[src/rtl/feedback_check_ctrl.sv]
// Sequencer for the feedback shift-register checker core: screens the candidate's flag
// format, loads the core, steps it until a match or the step budget runs out, then reports the result.
module feedback_check_ctrl #(
    parameter int          WIDTH          = 256,
    parameter int          MAX_STEPS      = 128000,
    parameter int          PROGRESS_STEPS = 12800,
    parameter logic [39:0] PREFIX         = 40'h696374667b,
    parameter logic [7:0]  SUFFIX         = 8'h7d
) (
    input  logic             clk,
    input  logic             reset_n,
    input  logic             in_valid,
    output logic             in_ready,
    input  logic [WIDTH-1:0] in_data,
    input  logic             abort,
    output logic             core_load,
    output logic [WIDTH-1:0] core_init,
    output logic             core_step,
    input  logic             core_match,
    output logic             res_valid,
    input  logic             res_ready,
    output logic [1:0]       res_code,
    output logic [23:0]      res_steps,
    output logic             busy,
    output logic             progress_tick
);

    localparam logic [23:0] MAX_CNT   = 24'(MAX_STEPS);
    localparam logic [23:0] PROG_LAST = 24'(PROGRESS_STEPS - 1);

    localparam logic [1:0] CODE_PASS    = 2'b00;
    localparam logic [1:0] CODE_TIMEOUT = 2'b01;
    localparam logic [1:0] CODE_BADFMT  = 2'b10;
    localparam logic [1:0] CODE_ABORT   = 2'b11;

    // The step counter is 24 bits and must never wrap.
    generate
        if (MAX_STEPS < 1 || MAX_STEPS > 24'hFFFFFF) begin : g_bad_max_steps
            $error("MAX_STEPS must be in 1..2^24-1");
        end
        if (PROGRESS_STEPS < 1 || PROGRESS_STEPS > 24'hFFFFFF) begin : g_bad_progress
            $error("PROGRESS_STEPS must be in 1..2^24-1");
        end
    endgenerate

    typedef enum logic [1:0] {IDLE, LOAD, RUN, DONE} state_t;

    state_t           state_reg;
    logic [23:0]      steps_reg;
    logic [23:0]      prog_cnt_reg;
    logic [WIDTH-1:0] core_init_reg;
    logic             in_ready_reg;
    logic             core_load_reg;
    logic             res_valid_reg;
    logic [1:0]       res_code_reg;
    logic             busy_reg;
    logic             progress_tick_reg;

    // Flag format: five prefix bytes at the top of the candidate, one suffix byte at the bottom.
    logic [4:0] prefix_hit;
    logic       format_ok;

    genvar gi;
    generate
        for (gi = 0; gi < 5; gi++) begin : g_prefix
            assign prefix_hit[gi] = (in_data[WIDTH-40+8*gi +: 8] == PREFIX[8*gi +: 8]);
        end
    endgenerate

    assign format_ok = (&prefix_hit) && (in_data[7:0] == SUFFIX);

    // Never step on a cycle where a match is visible, so the reported count is exact.
    logic step_now;
    assign step_now = (state_reg == RUN) && !abort && !core_match && (steps_reg < MAX_CNT);

    always_ff @(posedge clk or negedge reset_n) begin
        if (!reset_n) begin
            state_reg         <= IDLE;
            steps_reg         <= '0;
            prog_cnt_reg      <= '0;
            core_init_reg     <= '0;
            in_ready_reg      <= 1'b1;
            core_load_reg     <= 1'b0;
            res_valid_reg     <= 1'b0;
            res_code_reg      <= 2'b00;
            busy_reg          <= 1'b0;
            progress_tick_reg <= 1'b0;
        end else begin
            core_load_reg     <= 1'b0;
            progress_tick_reg <= 1'b0;
            case (state_reg)
                IDLE: begin
                    if (in_valid && in_ready_reg) begin
                        core_init_reg <= in_data;
                        in_ready_reg  <= 1'b0;
                        if (format_ok) begin
                            state_reg     <= LOAD;
                            core_load_reg <= 1'b1;
                            busy_reg      <= 1'b1;
                        end else begin
                            state_reg     <= DONE;
                            res_valid_reg <= 1'b1;
                            res_code_reg  <= CODE_BADFMT;
                        end
                    end
                end
                LOAD: begin
                    // The load strobe has already gone out; abort only skips the run.
                    if (abort) begin
                        state_reg     <= DONE;
                        res_valid_reg <= 1'b1;
                        res_code_reg  <= CODE_ABORT;
                        busy_reg      <= 1'b0;
                    end else begin
                        state_reg <= RUN;
                    end
                end
                RUN: begin
                    if (abort || core_match || steps_reg == MAX_CNT) begin
                        state_reg     <= DONE;
                        res_valid_reg <= 1'b1;
                        busy_reg      <= 1'b0;
                        if (abort)
                            res_code_reg <= CODE_ABORT;
                        else if (core_match)
                            res_code_reg <= CODE_PASS;
                        else
                            res_code_reg <= CODE_TIMEOUT;
                    end else begin
                        steps_reg <= steps_reg + 24'd1;
                        if (prog_cnt_reg == PROG_LAST) begin
                            prog_cnt_reg      <= '0;
                            progress_tick_reg <= 1'b1;
                        end else begin
                            prog_cnt_reg <= prog_cnt_reg + 24'd1;
                        end
                    end
                end
                DONE: begin
                    if (res_ready) begin
                        state_reg     <= IDLE;
                        res_valid_reg <= 1'b0;
                        res_code_reg  <= 2'b00;
                        steps_reg     <= '0;
                        prog_cnt_reg  <= '0;
                        in_ready_reg  <= 1'b1;
                    end
                end
                default: state_reg <= IDLE;
            endcase
        end
    end

    assign in_ready      = in_ready_reg;
    assign core_load     = core_load_reg;
    assign core_init     = core_init_reg;
    assign core_step     = step_now;
    assign res_valid     = res_valid_reg;
    assign res_code      = res_code_reg;
    assign res_steps     = steps_reg;
    assign busy          = busy_reg;
    assign progress_tick = progress_tick_reg;

endmodule

[config.mk]
export PLATFORM = sky130hd
export DESIGN_NAME = feedback_check_ctrl
export DESIGN_NICKNAME = d
export VERILOG_FILES = /design/src/rtl/feedback_check_ctrl.sv
export SDC_FILE = /design/constraint.sdc
export NUM_CORES = 1
export LEC_CHECK = 0
export ABC_AREA = 1
export CORE_AREA = 2 2 212 214
export CTS_BUF_LIST = sky130_fd_sc_hd__clkbuf_8
export DETAILED_ROUTE_END_ITERATION = 10
export DIE_AREA = 0 0 214 216
export GPL_TIMING_DRIVEN = 1
export PLACE_DENSITY = 0.69
export SYNTH_ARGS = -nofsm -noshare
export SYNTH_HDL_FRONTEND = slang
export SYNTH_SLANG_ARGS = --single-unit
export TNS_END_PERCENT = 50
[constraint.sdc]
create_clock -name clk -period 4.9 [get_ports clk]
set_input_delay 0.98 -clock clk [delete_from_list [all_inputs] [get_ports clk]]
set_output_delay 0.98 -clock clk [all_outputs]
set_load 0.03 [all_outputs]
# After elaboration in Yosys (flattened, before gate mapping)

Cells that the tools add are included.

Output and inout port bits: 288
Bits in registers: 313

Eq/ne operators: 18
$add $sub $neg: 2
Mux-type cells: 39
Order comparisons: 1
Reduce and logical (&&, ||, !) cells: 20

Operator list:

| kind                  | number |
|---|---|
| $mux 24               | 4 |
| $pmux 24 s2           | 2 |
| $add 24x1->24 const B | 2 |
| $eq 8x7->1 const B    | 6 |
| $eq 24x14->1 const B  | 1 |
| $eq 24x17->1 const B  | 1 |
| $lt 24x17->1 const B  | 1 |
| $mux 1                | 19 |
| $mux 2                | 9 |
| $pmux 2 s4            | 2 |
| $reduce_and 5->1      | 3 |
| $ne 2x2->1 const B    | 6 |
| $reduce_and 3->1      | 3 |
| $logic_and 1x1->1     | 5 |
| $eq 2x2->1 const B    | 2 |
| $pmux 1 s4            | 1 |
| $reduce_bool 2->1     | 2 |
| $pmux 1 s3            | 1 |
| $reduce_bool 3->1     | 1 |
| $eq 2x1->1 const B    | 1 |
| $logic_not 1->1       | 2 |
| $logic_not 2->1       | 1 |
| $logic_or 1x1->1      | 2 |
| $ne 2x1->1 const B    | 1 |
| other kinds (2)       | 2 |

# Depth between registers and ports, before layout

Gate-level depths: netlist of the first run.

Depth in word-level cells: 6
Depth in mapped cells: 12

# Worst setup path after synthesis of the first run

No wires, ideal clock.

Path kind: input-to-output
From: input abort
To: output core_step
Buffers on the path: 0
Data arrival time: 1.475 ns
Cell stages on the path: 4
Setup slack: 2.445 ns
Cell sequence: nor2_1 > nand2_1 > inv_1 > o211a_1

Longest elaborated chain between the ends: 4

Ends and longest elaborated chain:

| element                        | RTL line | text |
|---|---|---|
| start: declaration             | 15       | `input logic abort,` |
| $logic_not 1->1                | 74       | `assign step_now = (state_reg == RUN) && !abort && !core_match && (steps_reg < MAX_CNT);` |
| $logic_and 1x1->1 (3 in a row) | 74       |  |
| end: declaration               | 18       | `output logic core_step,` |

Every way passes these cells.

# Worst setup path after layout of the first run

Same ends and word-level chain as after synthesis.

==> results.ini, run 1 <==
[detailed_routing]
routed_wl_um=45900
drcViolationCount=0
via_count=11300
first_pass_iters=4
ant_nets=0
routed_via_density=4.58
drt_iter0_markers=538
routedWlPerCell_um=18.7

[floorplan]
floorplan.core_area_mm2=0.0438
die_h_um=216
start_util=0.312
fp.dieW_um=214
rows=77
ios=550
die_area_mm2=0.0462

[worst_setup_path]
cp_cell_sequence=clkdlybuf4s50_1 -> nor2_1 -> nand2_1 -> inv_1 -> o211a_1 -> clkdlybuf4s50_1
worstPathMaxFanout=5
worstPathArrival_ns=2.58
start_kind=input port
slowest_delay_ns=0.67
required_ns=3.92
crit_type=input port to output port
crit_slowest_cell=clkdlybuf4s50_1
cp-end-kind=output port
cp_common_cell=clkdlybuf4s50_1

[power_and_ir_drop]
peakVddDrop_uv=445
leakagePower_nw=9.10
powerDensity_mw_per_mm2=697

[sta]
worst_pin_slew_ns=0.860
finalMaxSlewViolations=0
fin_crit_ns=3.56
setup_tns_ns=0
hold_ws_ns=0.360
relSlewSlack=0.426
max_freq_mhz=281
setup_violations=0
skew_ns=0.0150
fin_crit_sh=0.727
rsz0062_at_grt=false
final_hold_viol_count=0

[global_route]
grt_pass1_vias=11800
gr-total-overflow=0
grtUsageTotal=0.195
antenna_found_initial=2
grt_max_degree=101
grt_pass1_wl_um=69600

[hold_path]
min_path_type=input port to async pin

[layout]
drive_gt1_frac=0.185
nets=2090
mostFrequentLayoutCell=clkdlybuf4s50_1
syn2layout_area_growth_pct=53.7
final_cell_mix=clkdlybuf4s50_1 (548), dfrtp_1 (312), nand2_1 (256), mux2_2 (237), inv_1 (108)
largest_register_ffs=256

[cts]
cts-root-buf=clkbuf_8
cts_sinks=313
clkLatencyLatePin_ns=0.63
htree_num_levels=2
clkTransAtPathRegs_ns=0.07
cts_tree=yes
clk_path_buf_depth=3
post_cts_buffers=0
ctsHoldBuffers=0
numCtsBuffers=55
cts_resized=0

[synth]
synth_top_area_share=0.571
yosysWarnings=0
syn_area_mm2=0.0137
avgSynthCellArea_um2=10.9
yosys-top-cells-area=dfrtp_1 (57%), mux2_2 (20%), nand2_1 (7.0%)
synth_area_leader_cell=dfrtp_1
syn_nets=1521
synth-seq-area-share=0.573
ys_types=30
syn_inst=1251
ys_ff_latch=313

[job]
cap_violations=0

[run_status]
status=finished, final reports clean

[placement]
globalplace.congestion=0.898
dpl.hpwl_um=34600
port_buffers=549

[report_power, final]
group	switching [mW]	leakage [nW]	internal (mW)
sequential	0.756	3.84	3.80
clock	1.14	0.685	1.52
combinational	4.17	4.58	3.27
total	6.07	9.10	8.58
[metrics by stage]
stage                util  total power, mW  cell area (um2)  setup slack [ns]  std cells
floorplan               -             8.73            13700              2.45       1251
global placement    0.452             11.9            19800              1.30       2355
detailed placement  0.452             12.1            19800              1.36       2355
CTS                 0.479             14.8            21000              1.35       2455
global route        0.479             15.4            21000              1.28       2456
finish              0.479             14.7            21000              1.34       2456
[worst paths after layout]
path / slack [ns] / cells past startpoint / to / start
worst min register to register: 0.48 / 2 / busy$_DFFE_PN0P_ / busy$_DFFE_PN0P_
max in group asynchronous: 3.47 / 2 / core_init[98]$_DFFE_PN0P_ / reset_n
min in group clk: 0.48 / 2 / busy$_DFFE_PN0P_ / busy$_DFFE_PN0P_
worst max-delay path: 1.34 / 6 / core_step / abort
worst min-delay path: 0.36 / 1 / res_steps[20]$_DFFE_PN0P_ / reset_n
worst max register to register: 2.08 / 7 / res_steps[7]$_DFFE_PN0P_ / state_reg[0]$_DFFE_PN0P_
[Yosys cell counts]
| library cell | number |
|---|---|
| a31o_2 | 1 |
| buf_1 | 2 |
| buf_2 | 23 |
| buf_4 | 2 |
| buf_6 | 7 |
| clkbuf_1 | 12 |
| clkbuf_2 | 1 |
| dfrtp_1 | 312 |
| dfstp_2 | 1 |
| ha_1 | 8 |
| inv_1 | 90 |
| inv_2 | 1 |
| mux2_2 | 237 |
| nand2_1 | 256 |
| nand2_2 | 2 |
| nand3_1 | 64 |
| nand3b_1 | 1 |
| nand4_1 | 20 |
| nor2_1 | 99 |
| nor2_2 | 3 |
| nor3_1 | 15 |
| nor3b_1 | 2 |
| o211a_1 | 1 |
| o21ai_0 | 33 |
| o21ai_1 | 31 |
| o21ai_2 | 1 |
| o21bai_1 | 6 |
| or2_2 | 4 |
| xnor2_1 | 1 |
| xor2_1 | 15 |
[worst max-delay path, delay by kind of cell]
| family | cells | cell delay, ns |
|---|---|---|
| and+or+nand+nor | 2 | 0.18 |
| AOI/OAI and AO/OA | 1 | 0.15 |
| buffers and inverters | 3 | 1.26 |
[cell type report]
type	instances	area, um2
antenna	1	2.50
clock buffer	68	936
clock inverter	32	274
fill	4010	22800
inverter	91	342
multi-input combinational	800	5250
sequential	313	7830
tap	592	741
timing repair buffer	559	5640
[logic make-up after synthesis]
kind of cell	Yosys count	share of synthesized area
and+or+nand+nor	466	0.141
DFF	313	0.573
muxes	237	0.195
buffers and inverters	138	0.0445
AOI/OAI and AO/OA	73	0.0287
xor gates and xnor gates	16	0.0102
adders and majority gates	8	0.00732
[layer usage]
metal,vias to the layer above,GRT usage,share of wire
met5,-,0,0
met1,5479,0.220,0.38
li1,5279,-,-
met4,0,0.0676,0.026
met3,76,0.0743,0.093
met2,418,0.338,0.50
Note: power is estimated with default switching activity, not from simulation.
==> run 2: changes to the inputs <==
Settings changed: PLACE_DENSITY 0.69 to 0.71.
Clock period 4.9 ns to 3.1 ns, I/O delays scaled along.
==> results.ini, run 2 (synthesized netlist as in run 1, its figures left out) <==
[sta]
worst_pin_slew_ns=0.590  ; -0.271 ns
setup_violations=0  ; unchanged
fin_crit_ns=2.79
finalMaxSlewViolations=0  ; unchanged
max_freq_mhz=359
final_hold_viol_count=0  ; unchanged
relSlewSlack=0.607  ; +0.180
rsz0062_at_grt=false
hold_ws_ns=0.486  ; +0.126 ns
fin_crit_sh=0.898
skew_ns=0.0212  ; +0.00611 ns
setup_tns_ns=0  ; unchanged
fin_ws_ns=0.315  ; -1.02 ns

[layout]
syn2layout_area_growth_pct=54.4
drive_gt1_frac=0.189  ; +0.00405
mostFrequentLayoutCell=clkdlybuf4s50_1
nets=2104  ; +0.67%
largest_register_ffs=256  ; unchanged
fin_cells=2473  ; +0.69%
fillers=3999  ; -0.27%
final_cell_mix=clkdlybuf4s50_1 (547), dfrtp_1 (312), nand2_1 (256), mux2_2 (237), inv_1 (110)

[detailed_routing]
drcViolationCount=0  ; unchanged
first_pass_iters=4  ; unchanged
routed_wl_um=45900  ; -0.19%
via_count=11300  ; +0.43%
routed_via_density=4.57  ; -0.26%
ant_nets=0  ; unchanged
drt_iter0_markers=508  ; -5.6%
routedWlPerCell_um=18.5  ; -0.87%

[worst_setup_path]
start_kind=flop
worstPathMaxFanout=6  ; +1
crit_type=flop to output port
worstPathArrival_ns=2.17  ; -0.41 ns
required_ns=2.48  ; -1.44 ns
cp-end-kind=output port

[floorplan]
start_util=0.312  ; unchanged
rows=77  ; unchanged
floorplan.core_area_mm2=0.0438  ; unchanged
die_h_um=216  ; unchanged
die_area_mm2=0.0462  ; unchanged
ios=550  ; unchanged
fp.dieW_um=214  ; unchanged

[job]
cap_violations=0  ; unchanged

[cts]
htree_num_levels=2  ; unchanged
clkTransAtPathRegs_ns=0.06  ; about the same
cts_sinks=313  ; unchanged
cts-root-buf=clkbuf_8
post_cts_buffers=0  ; unchanged
clkLatencyLatePin_ns=0.63  ; about the same
cts_tree=yes
clk_path_buf_depth=3  ; unchanged
numCtsBuffers=56  ; +1.8%

[global_route]
grt_max_degree=78  ; -23%
gr-total-overflow=0  ; unchanged
grt_pass1_vias=12200  ; +4.1%
grt_pass1_wl_um=70800  ; +1.7%
antenna_found_initial=5  ; +3
grtUsageTotal=0.197  ; +0.00225

[placement]
dp.cells=2367  ; +0.51%
port_buffers=549  ; unchanged
globalplace.congestion=0.903  ; +0.56%
dpl.hpwl_um=35200  ; +1.5%
place_ws_ns=0.368  ; -0.991 ns

[power_and_ir_drop]
peakVddDrop_uv=783  ; +76%
powerDensity_mw_per_mm2=1090  ; +57%
leakagePower_nw=9.17  ; +0.78%

[hold_path]
min_path_type=flop to flop

[run_status]
status=finished, final reports clean

==> run 2: stage by stage <==
stage | util | cell area [um2] | power, mW
final | 0.482 | 21100 | 23.1
after global routing | 0.482 | 21100 | 24.2
after CTS | 0.481 | 21100 | 23.3
after detailed placement | 0.454 | 19900 | 19.1
after global placement | 0.454 | 19900 | 18.9
after floorplan | - | 13700 | 13.8
==> run 2: path summary, 6_finish.rpt <==
check,slack [ns],to,cells after the start,from
min reg2reg,0.49,core_init[228]$_DFFE_PN0P_,2,core_init[228]$_DFFE_PN0P_
max in group asynchronous,1.73,core_init[80]$_DFFE_PN0P_,3,reset_n
min,0.49,core_init[228]$_DFFE_PN0P_,2,core_init[228]$_DFFE_PN0P_
min in group asynchronous,0.58,res_steps[17]$_DFFE_PN0P_,2,reset_n
max reg2reg,0.85,prog_cnt_reg[15]$_DFFE_PN0P_,7,state_reg[0]$_DFFE_PN0P_
max,0.31,core_step,6,state_reg[0]$_DFFE_PN0P_
==> run 2: critical path: stages (launching register included) <==
cell and delay (ns):
dfrtp_1 0.44, inv_1 0.15, ha_1 0.26, nand2_1 0.07
inv_1 0.09, o211a_1 0.15, dlygate4sd2_1 0.39
==> run 2: area by class of cell <==
type	instances	area, um2	share of cell area
Multi-Input combinational cell	800	5250	0.249
Inverter	91	342	0.0162
Tap cell	592	741	0.0351
Clock inverter	28	194	0.00919
Antenna cell	5	12.5	0.000593
Clock buffer	72	991	0.0469
Timing Repair Buffer	572	5750	0.272
Sequential cell	313	7830	0.371
==> run 2: timing repair <==
item / CTS / global route
endpoints found under the setup margin: 1 / 0
gates resized for setup: 1 / 0
hold endpoints to repair: 58 / 0
hold buffers: 1 / 0
==> run 2: metal layers <==
layer | GRT usage | routed length [um]
met5 | 0 | 0
met3 | 0.0782 | 4380
met2 | 0.334 | 22600
met4 | 0.0758 | 1390
met1 | 0.224 | 17500
==> run 2: power by group <==
part | internal [mW] | leakage (nW) | switching, mW | total, mW
clock network | 2.32 | 0.687 | 1.73 | 4.04
logic | 5.19 | 4.65 | 6.57 | 11.8
registers | 6.00 | 3.84 | 1.25 | 7.25
total | 13.5 | 9.17 | 9.55 | 23.1
==> run 3: changes to the inputs <==
Settings changed: CORE_AREA 2 2 212 214 to default, CORE_ASPECT_RATIO from default to 0.6, CORE_UTILIZATION from default to 35, DIE_AREA 0 0 214 216 to default, PLACE_DENSITY 0.71 to 0.78.
==> results.ini, run 3 (synthesized netlist as in run 1, its figures left out) <==
[sta]
final_hold_viol_count=6  ; +6
setup_tns_ns=0  ; unchanged
skew_ns=0.0351  ; +0.0139 ns
rsz0062_at_grt=false
finalMaxSlewViolations=0  ; unchanged
setup_violations=0  ; unchanged
hold_ws_ns=-0.0181  ; -0.504 ns
max_freq_mhz=341  ; -4.9%
fin_crit_sh=0.945  ; +0.0467
worst_pin_slew_ns=0.721  ; +0.131 ns
fin_crit_ns=2.93  ; +0.145 ns
relSlewSlack=0.520  ; -0.0872

[global_route]
antenna_found_initial=8  ; +3
gr-total-overflow=0  ; unchanged
grt_pass1_vias=11600  ; -5.5%
grtUsageTotal=0.224  ; +0.0269
grt_pass1_wl_um=68600  ; -3.1%
grt_max_degree=102  ; +31%

[power_and_ir_drop]
internal_power_mw=13.6  ; +0.63%
leakagePower_nw=9.12  ; -0.60%
power_frac_clock=0.180  ; +0.005
seqPwrFrac=0.311  ; -0.003
powerDensity_mw_per_mm2=1110  ; +1.4%
switching_share=0.415  ; +0.000846
peakVddDrop_uv=872  ; +11%
switchingPower_mw=9.64  ; +0.98%
combPwrFrac=0.509  ; about the same

[worst_setup_path]
start_kind=flop
worstPathArrival_ns=2.31  ; +0.14 ns
reg2reg_depth=8  ; +1
cp_common_cell=inv_1
rrSetupSlack_ns=0.42  ; -0.43 ns
reg2reg_to=res_steps[22]$_DFFE_PN0P_
crit_type=flop to output port
crit-reg2reg-launch=state_reg[1]$_DFFE_PN0P_
required_ns=2.48  ; about the same
crit_slowest_cell=dfrtp_1
cp_cell_sequence=inv_1 -> ha_1 -> nand2_1 -> inv_1 -> o211a_1 -> dlygate4sd2_1
cp-end-kind=output port
worstPathMaxFanout=6  ; unchanged
slowest_delay_ns=0.43  ; about the same

[cts]
cts_tree=yes
numCtsBuffers=51  ; -8.9%
clk_path_buf_depth=3  ; unchanged
clkTransAtPathRegs_ns=0.06  ; about the same
cts_resized=1  ; unchanged
cts_sinks=313  ; unchanged
htree_num_levels=2  ; unchanged
ctsHoldBuffers=0  ; -1
clkLatencyLatePin_ns=0.61  ; -0.02 ns
cts-root-buf=clkbuf_8
post_cts_buffers=0  ; unchanged

[layout]
nets=2094  ; -0.48%
final_cell_mix=clkdlybuf4s50_1 (547), dfrtp_1 (312), nand2_1 (256), mux2_2 (237), inv_1 (101)
final_core_util=0.551  ; +0.0699
fin_cells=2383  ; -3.6%
largest_register_ffs=256  ; unchanged
syn2layout_area_growth_pct=53.5
drive_gt1_frac=0.189  ; about the same
mostFrequentLayoutCell=clkdlybuf4s50_1

[floorplan]
ios=550  ; unchanged
start_util=0.359  ; +0.0474
die_area_mm2=0.0399  ; -14%
rows=55  ; -29%
die_h_um=155  ; -28%
floorplan.core_area_mm2=0.0381  ; -13%
fp.dieW_um=257  ; +20%

[placement]
dpl.hpwl_um=35000  ; -0.44%
dp.cells=2284  ; -3.5%
globalplace.congestion=0.905  ; +0.20%
port_buffers=549  ; unchanged

[run_status]
violations=hold timing
status=finished, violations left

[detailed_routing]
drt_iter0_markers=724  ; +43%
first_pass_iters=7  ; +3
routed_wl_um=45900  ; +0.16%
ant_nets=0  ; unchanged
routedWlPerCell_um=19.3  ; +3.9%
drcViolationCount=0  ; unchanged
via_count=11500  ; +1.4%
routed_via_density=4.81  ; +5.2%

[hold_path]
min_path_type=input port to async pin

[job]
cap_violations=0  ; unchanged

[run 3: changes by cell type in the layout (fill, tap and decap cells not counted), sizes merged]
cell         previous run  this run
buf                    23        19
bufinv                  3         6
clkbuf                 72        66
clkinv                  4         5
clkinvlp                0         2
diode                   5         6
dlygate4sd3             1         0
inv                   112       105
[run 3: power groups by stage]
| stage | clock (mW) | combinational (mW) | sequential, mW |
|---|---|---|---|
| 3_5_place_dp | 0 | 11.8 | 7.23 |
| 6_report | 4.18 | 11.8 | 7.22 |
| 4_1_cts | 4.30 | 11.9 | 7.20 |
| 5_1_grt | 4.49 | 12.4 | 7.45 |
| 3_3_place_gp | 0 | 11.7 | 7.11 |
| 2_1_floorplan | 0 | 3.17 | 10.6 |
[run 3: cell type report]
type,count,area [um2]
fill,3203,17100
sequential,313,7830
timing repair buffer,567,5710
multi-input combinational,800,5250
clock buffer,66,908
tap,513,642
inverter,91,342
clock inverter,27,290
antenna,6,15.0
[run 3: layer usage]
| layer | part of all wire | GRT usage | up-vias | wire length, um |
|---|---|---|---|---|
| met3 | 0.088 | 0.0692 | 80 | 4040 |
| met5 | 0 | 0 | - | 0 |
| met2 | 0.47 | 0.363 | 484 | 21800 |
| met4 | 0.029 | 0.0811 | 0 | 1330 |
| met1 | 0.41 | 0.284 | 5600 | 18800 |
| li1 | - | - | 5296 | - |
[run 3: how the worst max path moves through the flow]
stage | start | endpoint | slack (ns) | cells after the start
finish | state_reg[0]$_DFFE_PN0P_ | core_step | 0.17 | 6
global route | state_reg[0]$_DFFE_PN0P_ | core_step | 0.06 | 6
CTS | state_reg[0]$_DFFE_PN0P_ | core_step | 0.16 | 6
detailed placement | abort | core_step | 0.17 | 6
global placement | abort | core_step | 0.14 | 6
floorplan | state_reg[0]$_DFFE_PN0P_ | core_init[164]$_DFFE_PN0P_ | 1.18 | 6
[run 3: critical path: cells and delay by family (launching register included)]
| kind | cells | cell delay, ns |
|---|---|---|
| flops | 1 | 0.43 |
| buf+inv | 3 | 0.70 |
| fa+ha+maj | 1 | 0.27 |
| simple gates | 1 | 0.08 |
| compound gates | 1 | 0.25 |
[run 3: metrics by stage]
step	total power [mW]	instance area (um2)	setup WS, ns
final	23.2	21000	0.170
after global routing	24.3	21000	0.0559
after CTS	23.4	21000	0.161
after detailed placement	19.1	19800	0.168
after global placement	18.8	19800	0.143
after floorplan	13.8	13700	1.18
==> variant, RTL diff (config.mk and constraints of run 2) <==
Encoding of `state_t`: now one-hot (4 bits for 4 states).
--- a/src/rtl/feedback_check_ctrl.sv
+++ b/src/rtl/feedback_check_ctrl.sv
@@ -43,7 +43,7 @@
         end
     endgenerate
 
-    typedef enum logic [1:0] {IDLE, LOAD, RUN, DONE} state_t;
+    typedef enum logic [3:0] {IDLE = 4'b0001, LOAD = 4'b0010, RUN = 4'b0100, DONE = 4'b1000} state_t;
 
     state_t           state_reg;
     logic [23:0]      steps_reg;
Check against the original RTL: no difference found for any inputs over 4 cycles, from zero or initial values and one cycle with reset_n low; so few cycles prove little.
==> variant against run 2 <==
Design area shrank 0.40%; maximum frequency shrank 4.8%; setup slack lost 0.14 ns; area after synthesis shrank 0.59%; total power shrank 9.9%; largest power group unchanged; first-iteration DRC count grew 29%; core utilization shrank 0.19 points; wire length grew 1.3%; global-route usage grew 0.088 points; die area is the same; register-to-register slack lost 0.23 ns; clock power shrank 2%; sequential cell count grew 2; hold slack lost 0.021 ns; critical path type unchanged.
==> variant: results (changes against run 2) <==
| Metric | Value |
|---|---|
| CP delay by family, top | `simple AND/OR/NAND/NOR gates` |
| Area of the multi-input gates | `5130 um^2 (-2.2%)` |
| First-pass GRT wire length | `70100 um (-1.0%)` |
| Post-synth top cells | `dfrtp_1 (313), nand2_1 (232), mux2_2 (213), nor2_1 (91), inv_1 (75)` |
| Min-delay worst type | `in2async` |
| Buffering overhead | `0.275 (+0.00229)` |
| Gr usage total | `0.198 (+0.000881)` |
| Fill cell count | `4031 (+0.80%)` |
| Vias in the first global route | `11400 (-6.9%)` |
| # diodes | `13 (+8)` |
| Share of layout cells above drive strength 1 | `0.182 (-0.00629)` |
| Initial antenna violation count | `19 (+14)` |
| Synth Net Count | `1473 (-3.2%)` |
| GR Layer Usage met1 | `0.226 (+0.00229)` |
| Worst reg2reg path startpoint | `res_steps[0]` |
| Clock network area share | `0.0551 (-0.00102)` |
| Seq/Total Area, Yosys | `0.580 (+0.00715)` |
| RePlAce Congestion | `0.980 (+8.5%)` |
| Synth Register Bits | `315 (+0.64%)` |
| Iteration-0 DRC Markers | `657 (+29%)` |
| Top Layer Used | `met5` |
| Grt met2 use | `0.341 (+0.00725)` |
| R2R depth | `9 (+2)` |
| Post-CTS Setup Inserts | `0 (unchanged)` |
| Net Switching | `0.00824 W (-14%)` |
| Inserted Clock Buffers | `54 (-3.6%)` |
| PwrDens | `988 nW/um^2 (-9.5%)` |
| Met2 routed WL | `23700 um (+5.2%)` |
| Drt wl/cell | `19.1 um (+2.9%)` |
| Met3 WL | `3570 um (-19%)` |
| CP max stage cell | `dlygate4sd2_1` |
| Multi-input gates | `768 (-4.0%)` |
| R2r setup slk | `0.62 ns (-0.23 ns)` |
| GR met3 Demand/Resource | `0.0629 (-0.0154)` |
| Seq area share | `0.375 (+0.00394)` |
| Synth area leaders | `dfrtp_1 (58%), mux2_2 (18%), nand2_1 (6.4%)` |
| Worst-path maximum fanout | `5 (-1)` |
| Worst setup path start | `state_reg[1]` |
| Non-clk invs | `80 (-12%)` |
| Largest net degree at the start of global routing | `66 (-15%)` |
| Worst Tran Pin Value | `1.09 ns (+0.499 ns)` |
| Capture point of the worst reg-to-reg path | `prog_cnt_reg[21]` |
| Routed vias/inst | `4.58 (+0.13%)` |
| Status | `complete, no violations` |
| CP Data Arrival Time | `2.31 ns (+0.14 ns)` |
| Sequential group power | `0.00674 W (-7.0%)` |
| Max Clock Skew | `0.0454 ns (+0.0242 ns)` |
| Drt pass-1 iters | `5 (+1)` |
| Dpl hpwl | `36400 um (+3.5%)` |
| Post-synth cell types | `32 (+6.7%)` |
| Placed Area | `19800 um^2 (-0.40%)` |
-- variant: cell types whose count changed in the layout (fill, tap and decap cells not counted), moves of 9 or more --
cell,before,now
mux2_2,237,213
o21a_1,0,18
nand2_1,256,232
o21ai_0,33,18
inv_1,110,88
mux2_1,0,25
nand3_1,63,72
-- variant: kinds of logic (layout without fill, tap and decap cells) --
logic type / after synthesis / in the layout / share of synthesized area
simple gates: 439 / 439 / 0.136
flops: 315 / 315 / 0.580
mux: 238 / 238 / 0.197
buf+inv: 125 / 748 / 0.0429
compound gates: 70 / 70 / 0.0301
xor+xnor: 18 / 18 / 0.0116
fa+ha+maj: 3 / 3 / 0.00276
other cells: 0 / 13 / 0
-- variant: stage by stage --
step	hold WS [ns]	setup WS [ns]	utilization	instances
2_1_floorplan	0.324	0.634	-	1208
3_3_place_gp	0.462	0.0482	0.452	2326
3_5_place_dp	0.460	0.0957	0.452	2326
4_1_cts	0.431	0.101	0.479	2423
5_1_grt	0.446	0.00400	0.479	2434
6_report	0.465	0.174	0.480	2436
